==> src/rtl/serial_mem_responder.sv <==
`default_nettype none
// ============================================================================
// Module      : serial_mem_responder
// Description : Decodes a 32-bit serial packet stream into word-wide memory
//               reads/writes, returning read data on the serial output.
// Revision    : 1.0 - initial release
// ============================================================================
module serial_mem_responder #(
    parameter int ADDR_BITS = 64
) (
    input  logic                 clock,
    input  logic                 reset,
    input  logic                 serial_in_valid,
    output logic                 serial_in_ready,
    input  logic [31:0]          serial_in_bits,
    output logic                 serial_out_valid,
    input  logic                 serial_out_ready,
    output logic [31:0]          serial_out_bits,
    output logic                 mem_req_valid,
    input  logic                 mem_req_ready,
    output logic                 mem_req_write,
    output logic [ADDR_BITS-1:0] mem_req_addr,
    output logic [31:0]          mem_req_data,
    input  logic                 mem_resp_valid,
    output logic                 mem_resp_ready,
    input  logic [31:0]          mem_resp_data,
    output logic                 busy,
    output logic                 bad_cmd
);

    localparam logic [3:0] S_CMD     = 4'd0;
    localparam logic [3:0] S_ADDR_LO = 4'd1;
    localparam logic [3:0] S_ADDR_HI = 4'd2;
    localparam logic [3:0] S_LEN_LO  = 4'd3;
    localparam logic [3:0] S_LEN_HI  = 4'd4;
    localparam logic [3:0] S_WDATA   = 4'd5;
    localparam logic [3:0] S_WREQ    = 4'd6;
    localparam logic [3:0] S_WRESP   = 4'd7;
    localparam logic [3:0] S_RREQ    = 4'd8;
    localparam logic [3:0] S_RRESP   = 4'd9;
    localparam logic [3:0] S_RSEND   = 4'd10;

    localparam logic [ADDR_BITS-1:0] ADDR_STEP = ADDR_BITS'(4);

    logic [3:0]           state_q, state_d;
    logic [31:0]          cmd_q, cmd_d;
    logic [ADDR_BITS-1:0] addr_q, addr_d;
    logic [63:0]          cnt_q, cnt_d;
    logic [31:0]          wdata_q, wdata_d;
    logic [31:0]          rdata_q, rdata_d;
    logic                 bad_q, bad_d;
    logic                 in_ready_q, out_valid_q, req_valid_q, req_write_q;
    logic                 resp_ready_q, busy_q;

    logic                 w_in_fire, w_req_fire, w_resp_fire, w_out_fire;
    logic [ADDR_BITS-1:0] w_addr_lo_set, w_addr_hi_set;

    assign w_in_fire   = serial_in_valid & in_ready_q;
    assign w_req_fire  = req_valid_q & mem_req_ready;
    assign w_resp_fire = resp_ready_q & mem_resp_valid;
    assign w_out_fire  = out_valid_q & serial_out_ready;

    // Header address bits above ADDR_BITS are dropped when the address is narrow.
    generate
        if (ADDR_BITS > 32) begin : g_addr_wide
            assign w_addr_lo_set = {addr_q[ADDR_BITS-1:32], serial_in_bits};
            assign w_addr_hi_set = {serial_in_bits[ADDR_BITS-33:0], addr_q[31:0]};
        end else begin : g_addr_narrow
            assign w_addr_lo_set = serial_in_bits;
            assign w_addr_hi_set = addr_q;
        end
    endgenerate

    always_comb begin
        state_d = state_q;
        cmd_d   = cmd_q;
        addr_d  = addr_q;
        cnt_d   = cnt_q;
        wdata_d = wdata_q;
        rdata_d = rdata_q;
        bad_d   = bad_q;
        case (state_q)
            S_CMD: if (w_in_fire) begin
                cmd_d   = serial_in_bits;
                state_d = S_ADDR_LO;
            end
            S_ADDR_LO: if (w_in_fire) begin
                addr_d  = w_addr_lo_set;
                state_d = S_ADDR_HI;
            end
            S_ADDR_HI: if (w_in_fire) begin
                addr_d  = w_addr_hi_set;
                state_d = S_LEN_LO;
            end
            S_LEN_LO: if (w_in_fire) begin
                cnt_d   = {cnt_q[63:32], serial_in_bits};
                state_d = S_LEN_HI;
            end
            S_LEN_HI: if (w_in_fire) begin
                cnt_d = {serial_in_bits, cnt_q[31:0]};
                if (|cmd_q[31:1]) begin
                    bad_d   = 1'b1;
                    state_d = S_CMD;
                end else begin
                    state_d = cmd_q[0] ? S_WDATA : S_RREQ;
                end
            end
            S_WDATA: if (w_in_fire) begin
                wdata_d = serial_in_bits;
                state_d = S_WREQ;
            end
            S_WREQ:  if (w_req_fire) state_d = S_WRESP;
            S_RREQ:  if (w_req_fire) state_d = S_RRESP;
            S_RRESP: if (w_resp_fire) begin
                rdata_d = mem_resp_data;
                state_d = S_RSEND;
            end
            S_WRESP, S_RSEND: begin
                // A word finishes on the write response or the read-data handoff.
                if ((state_q == S_WRESP) ? w_resp_fire : w_out_fire) begin
                    if (cnt_q == 64'd0) begin
                        state_d = S_CMD;
                    end else begin
                        cnt_d   = cnt_q - 64'd1;
                        addr_d  = addr_q + ADDR_STEP;
                        state_d = (state_q == S_WRESP) ? S_WDATA : S_RREQ;
                    end
                end
            end
            default: state_d = S_CMD;
        endcase
    end

    // Handshake outputs are registered copies of the next-state decode.
    always_ff @(posedge clock) begin
        if (reset) begin
            state_q      <= S_CMD;
            cmd_q        <= '0;
            addr_q       <= '0;
            cnt_q        <= '0;
            wdata_q      <= '0;
            rdata_q      <= '0;
            bad_q        <= 1'b0;
            in_ready_q   <= 1'b0;
            out_valid_q  <= 1'b0;
            req_valid_q  <= 1'b0;
            req_write_q  <= 1'b0;
            resp_ready_q <= 1'b0;
            busy_q       <= 1'b0;
        end else begin
            state_q      <= state_d;
            cmd_q        <= cmd_d;
            addr_q       <= addr_d;
            cnt_q        <= cnt_d;
            wdata_q      <= wdata_d;
            rdata_q      <= rdata_d;
            bad_q        <= bad_d;
            in_ready_q   <= (state_d <= S_WDATA);
            out_valid_q  <= (state_d == S_RSEND);
            req_valid_q  <= (state_d == S_WREQ) || (state_d == S_RREQ);
            req_write_q  <= (state_d == S_WREQ);
            resp_ready_q <= (state_d == S_WRESP) || (state_d == S_RRESP);
            busy_q       <= (state_d != S_CMD);
        end
    end

    assign serial_in_ready  = in_ready_q;
    assign serial_out_valid = out_valid_q;
    assign serial_out_bits  = rdata_q;
    assign mem_req_valid    = req_valid_q;
    assign mem_req_write    = req_write_q;
    assign mem_req_addr     = addr_q;
    assign mem_req_data     = wdata_q;
    assign mem_resp_ready   = resp_ready_q;
    assign busy             = busy_q;
    assign bad_cmd          = bad_q;

endmodule
`default_nettype wire
==> config.mk <==
export PLATFORM = sky130hd
export DESIGN_NAME = serial_mem_responder
export DESIGN_NICKNAME = d
export VERILOG_FILES = /design/src/rtl/serial_mem_responder.sv
export SDC_FILE = /design/constraint.sdc
export NUM_CORES = 1
export LEC_CHECK = 0
export ABC_AREA = 1
export CAP_MARGIN = 15
export CORE_UTILIZATION = 61
export CTS_BUF_LIST = sky130_fd_sc_hd__clkbuf_8
export DETAILED_ROUTE_END_ITERATION = 8
export PLACE_DENSITY = 0.86
export SETUP_SLACK_MARGIN = 0.3
export SYNTH_ARGS = -nofsm -noshare
export SYNTH_HDL_FRONTEND = slang
export SYNTH_SLANG_ARGS = --single-unit
==> constraint.sdc <==
create_clock -name clock -period 3.6 [get_ports clock]
set_input_delay 0.54 -clock clock [delete_from_list [all_inputs] [get_ports clock]]
set_output_delay 0.54 -clock clock [all_outputs]
set_load 0.005 [all_outputs]
==> summary.txt <==
Status
  – Outcome: completed

Worst setup path
  – Critical Path Fanout Max: 60
  – Arrival time reported for the critical path endpoint: 3.30 ns
  – Critical Path Sink Type: flip-flop
  – List of cells traversed by the critical path: inv_1 > nand2_1 > o21ai_4 > buf_4 > inv_2 > buf_4 > nand2_1 > nand3_2 > buf_12 > nor2_1 > a211oi_1
  – Kind of critical path: flip-flop to flip-flop
  – Data required time of the critical path: 4.08 ns
  – Library cell contributing the largest single delay on the critical path: sky130_fd_sc_hd__buf_4
  – CP top delay family: buffers and inverters
  – Worst path max stage delay: 0.57 ns
  – Worst path bufs/invs: 5
  – Worst setup SP type: flip-flop

Pwr
  – Part of the power in the clock network: 41.1%
  – Maximum vdd ir drop: 0.0002953 V
  – Net Sw Power: 1.858 mW
  – Total internal power: 4.341 mW
  – Pwr per Cell Area: 363.9 nW/um^2
  – Part of the total power dissipated in combinational logic: 14.7%
  – Leakage component of the power: 7.446 nW
  – Sw Ratio: 29.98%
  – Share of total power in sequential cells: 44.2%

Detailed routing
  – First-pass DRT Iterations: 8
  – Via count: 16.95k
  – Number of vias per cell: 6.068
  – Final wirelength: 56550 um
  – Violation count after the first detailed-routing iteration: 2275
  – WL per Instance: 20.24 um
  – DRC: 0
  – Number of nets still failing antenna checks after routing: 0

Logic synthesis
  – Number of synthesized register bits: 235
  – Number of instances in the synthesized netlist: 2309
  – Yosys top cell by area: sky130_fd_sc_hd__dfxtp_1
  – Synth Net Count: 2382
  – Synthesis warning total: 0
  – Dominant combinational cell family by area after synthesis: simple AND/OR/NAND/NOR gates
  – Fraction of synthesized area in multiplexers: 0%
  – Number of library cell types mapped by synthesis: 39
  – Area share of the largest cell type after synthesis: 33.58%
  – Arithmetic-cell share of the synthesized area counting full adders, half adders and majority gates: 0.2680%
  – Sequential cell area fraction in the yosys report: 33.58%
  – Post-Syn Area: 14010 sq um
  – Xor/xnor cell area share of the yosys netlist: 2.501%
  – Area fraction in compound gates after synthesis: 16.71%
  – Largest cells by area after synthesis: sky130_fd_sc_hd__dfxtp_1 (34%), sky130_fd_sc_hd__nand2_1 (16%), sky130_fd_sc_hd__nor2_1 (10%), sky130_fd_sc_hd__a21oi_1 (8.4%), sky130_fd_sc_hd__inv_1 (6.6%)
  – Area share of and/or/nand/nor cells after synthesis: 37.09%
  – Mean cell area of the mapped netlist: 6.067 sq um

Timing
  – Minimum hold slack: 0.4454 ns
  – Final total negative setup slack: 0 ns
  – Tcrit/Tclk final: 78.46%
  – Slew of the pin with the lowest slew margin: 0.8645 ns
  – Max Transition Viols Final: 0
  – Skew final: 0.02684 ns
  – Count of final setup violators: 0
  – Crit path time final: 2.825 ns
  – Final hold violation count: 0
  – Maximum frequency from static timing analysis: 354.0 MHz
  – Unrepaired setup endpoints after global routing: false
  – Max-slew headroom at the worst pin: 42.19%

GRT
  – Number of global-route vias before repair: 15.80k
  – Overall routing resource usage: 46.68%
  – Wire length of the first global-routing pass: 85490 um
  – Initial antenna violation count: 1
  – Aggregate global routing overflow: 0
  – Maximum number of pins on one net before global-route repair: 65

Layout
  – Total number of nets in the final design: 2554
  – Final antenna diode count: 0
  – Final core utilization: 75.47%
  – Proportion of layout cells with a drive suffix above 1: 4.703%
  – Area of all placed cells without fillers: 17030 sq um
  – Area growth, synth to finish: 21.60%
  – Most common library cell in the layout ignoring fill and taps: sky130_fd_sc_hd__nand2_1
  – Non-Filler Instances: 2794
  – Most frequent cells in the layout: sky130_fd_sc_hd__nand2_1 (591), sky130_fd_sc_hd__nor2_1 (373), sky130_fd_sc_hd__inv_1 (259), sky130_fd_sc_hd__a21oi_1 (236), sky130_fd_sc_hd__dfxtp_1 (235)
  – Fillcell total: 1854

Placement
  – Placed wire-length estimate: 40560 um
  – Count of buffers inserted at the top-level ports: 204
  – Total placed instance area: 16200 sq um
  – Placer Congestion: 1.121
  – Placed instance count: 2722

Clocking
  – Number of buffers inserted by hold repair at cts: 0
  – TritonCTS clock tree: built
  – Clock input transition at the sequential cells of the worst setup and hold paths: 0.07 ns
  – Setup bufs post-CTS: 0
  – Buffer type at the clock tree root: sky130_fd_sc_hd__clkbuf_8
  – Later-pin clock latency in the skew report: 0.59 ns
  – H-tree depth reported by CTS: 2
  – Number of clock buffers inserted by TritonCTS: 42
  – PostCTS Resize Cnt: 0
  – CTS sink cnt: 235
  – Largest buffer count on any clock path: 3

Floorplan
  – I/O pin count: 205
  – Die extent in y: 153.5 um
  – Width of the die: 153.5 um
  – Core Rows: 55
  – Initial core utilization: 62.06%
  – Die Outline Area: 23570 sq um
  – Area inside the core boundary: 22570 sq um

Worst hold path
  – Path class of the lowest-slack min-delay path: flip-flop to flip-flop

Run
  – Max-Cap Viols: 0
-- path summary, 6_finish.rpt --
check	start	end	slack [ns]	cells past startpoint
worst max-delay path	state_q[0]$_SDFF_PP0_	mem_req_addr[25]$_SDFFE_PP0P_	0.78	11
worst min-delay path	cmd_q[16]$_SDFFE_PP0P_	cmd_q[16]$_SDFFE_PP0P_	0.45	2
worst min register to register	cmd_q[16]$_SDFFE_PP0P_	cmd_q[16]$_SDFFE_PP0P_	0.45	2
worst max register to register	state_q[0]$_SDFF_PP0_	mem_req_addr[25]$_SDFFE_PP0P_	0.78	11
-- worst reg2reg max path: stages (launching register included) --
cell and delay (ns):
sky130_fd_sc_hd__dfxtp_1 0.49, sky130_fd_sc_hd__inv_1 0.07, sky130_fd_sc_hd__nand2_1 0.17, sky130_fd_sc_hd__o21ai_4 0.12
sky130_fd_sc_hd__buf_4 0.28, sky130_fd_sc_hd__inv_2 0.14, sky130_fd_sc_hd__buf_4 0.57, sky130_fd_sc_hd__nand2_1 0.14
sky130_fd_sc_hd__nand3_2 0.13, sky130_fd_sc_hd__buf_12 0.25, sky130_fd_sc_hd__nor2_1 0.14, sky130_fd_sc_hd__a211oi_1 0.23
-- cell families after synthesis --
family                     count (synthesis)
AOI/OAI and AO/OA                        425
xor gates and xnor gates                  40
adders and majority gates                  3
buffers and inverters                    353
DFF                                      235
and+or+nand+nor                         1253
-- layout make-up --
type	instances	area, sq um	share of cell area, %
multi-input cells	1721	7940	46.61
well taps	285	356.6	2.093
flip-flops and latches	235	4705	27.62
inverters	252	949.7	5.575
clock inverters	21	128.9	0.7566
repair buffers	229	2252	13.22
clock buffers	51	701.9	4.121
-- Yosys cell counts, drive strengths merged --
| master | instances |
|---|---|
| and2 | 1 |
| or2 | 8 |
| xor2 | 40 |
| nor3 | 55 |
| o21ai | 112 |
| o21bai | 4 |
| buf | 38 |
| nand4 | 43 |
| and3 | 1 |
| clkbuf | 63 |
| o22ai | 13 |
| nand3b | 2 |
| a21oi | 236 |
| o2111ai | 11 |
| a21o | 1 |
| a211oi | 22 |
| ha | 3 |
| o21a | 22 |
| o32ai | 2 |
| nor2 | 382 |
| nand2 | 592 |
| dfxtp | 235 |
| inv | 252 |
| nor4 | 1 |
| nand3 | 168 |
| a32o | 2 |
-- state kept, by name, summed over array words and instances (netlist names) --
register	cells
cnt_q	64
mem_req_addr	64
cmd_q	32
mem_req_data	32
serial_out_bits	32
state_q	4
bad_cmd	1
busy	1
mem_req_valid	1
mem_req_write	1
mem_resp_ready	1
serial_in_ready	1
serial_out_valid	1
-- layer usage --
layer  vias up  wire length [um]  global-route usage (%)
met4         0              4866                   35.33
met3       317              7184                   10.15
met5         -                 0                       0
met1      7613             20440                   57.19
li1       7822                 -                       -
met2      1201             24050                   71.99
-- power by group through the flow --
stage / Combinational (mW) / Clock, mW / Sequential (mW)
3_3_place_gp: 0.853 / 0 / 2.79
5_1_grt: 0.971 / 2.66 / 2.74
3_5_place_dp: 0.872 / 0 / 2.79
2_1_floorplan: 0.497 / 0 / 2.77
6_report: 0.914 / 2.55 / 2.74
4_1_cts: 0.879 / 2.53 / 2.73
-- per-stage QoR --
step | setup slack [ns] | power, mW
finish | 0.7753 | 6.199
global route | 0.6530 | 6.370
CTS | 0.8297 | 6.143
detailed placement | 0.8325 | 3.660
global placement | 0.8330 | 3.639
floorplan | 1.727 | 3.264
No activity file was read; power rests on OpenSTA's default activity.
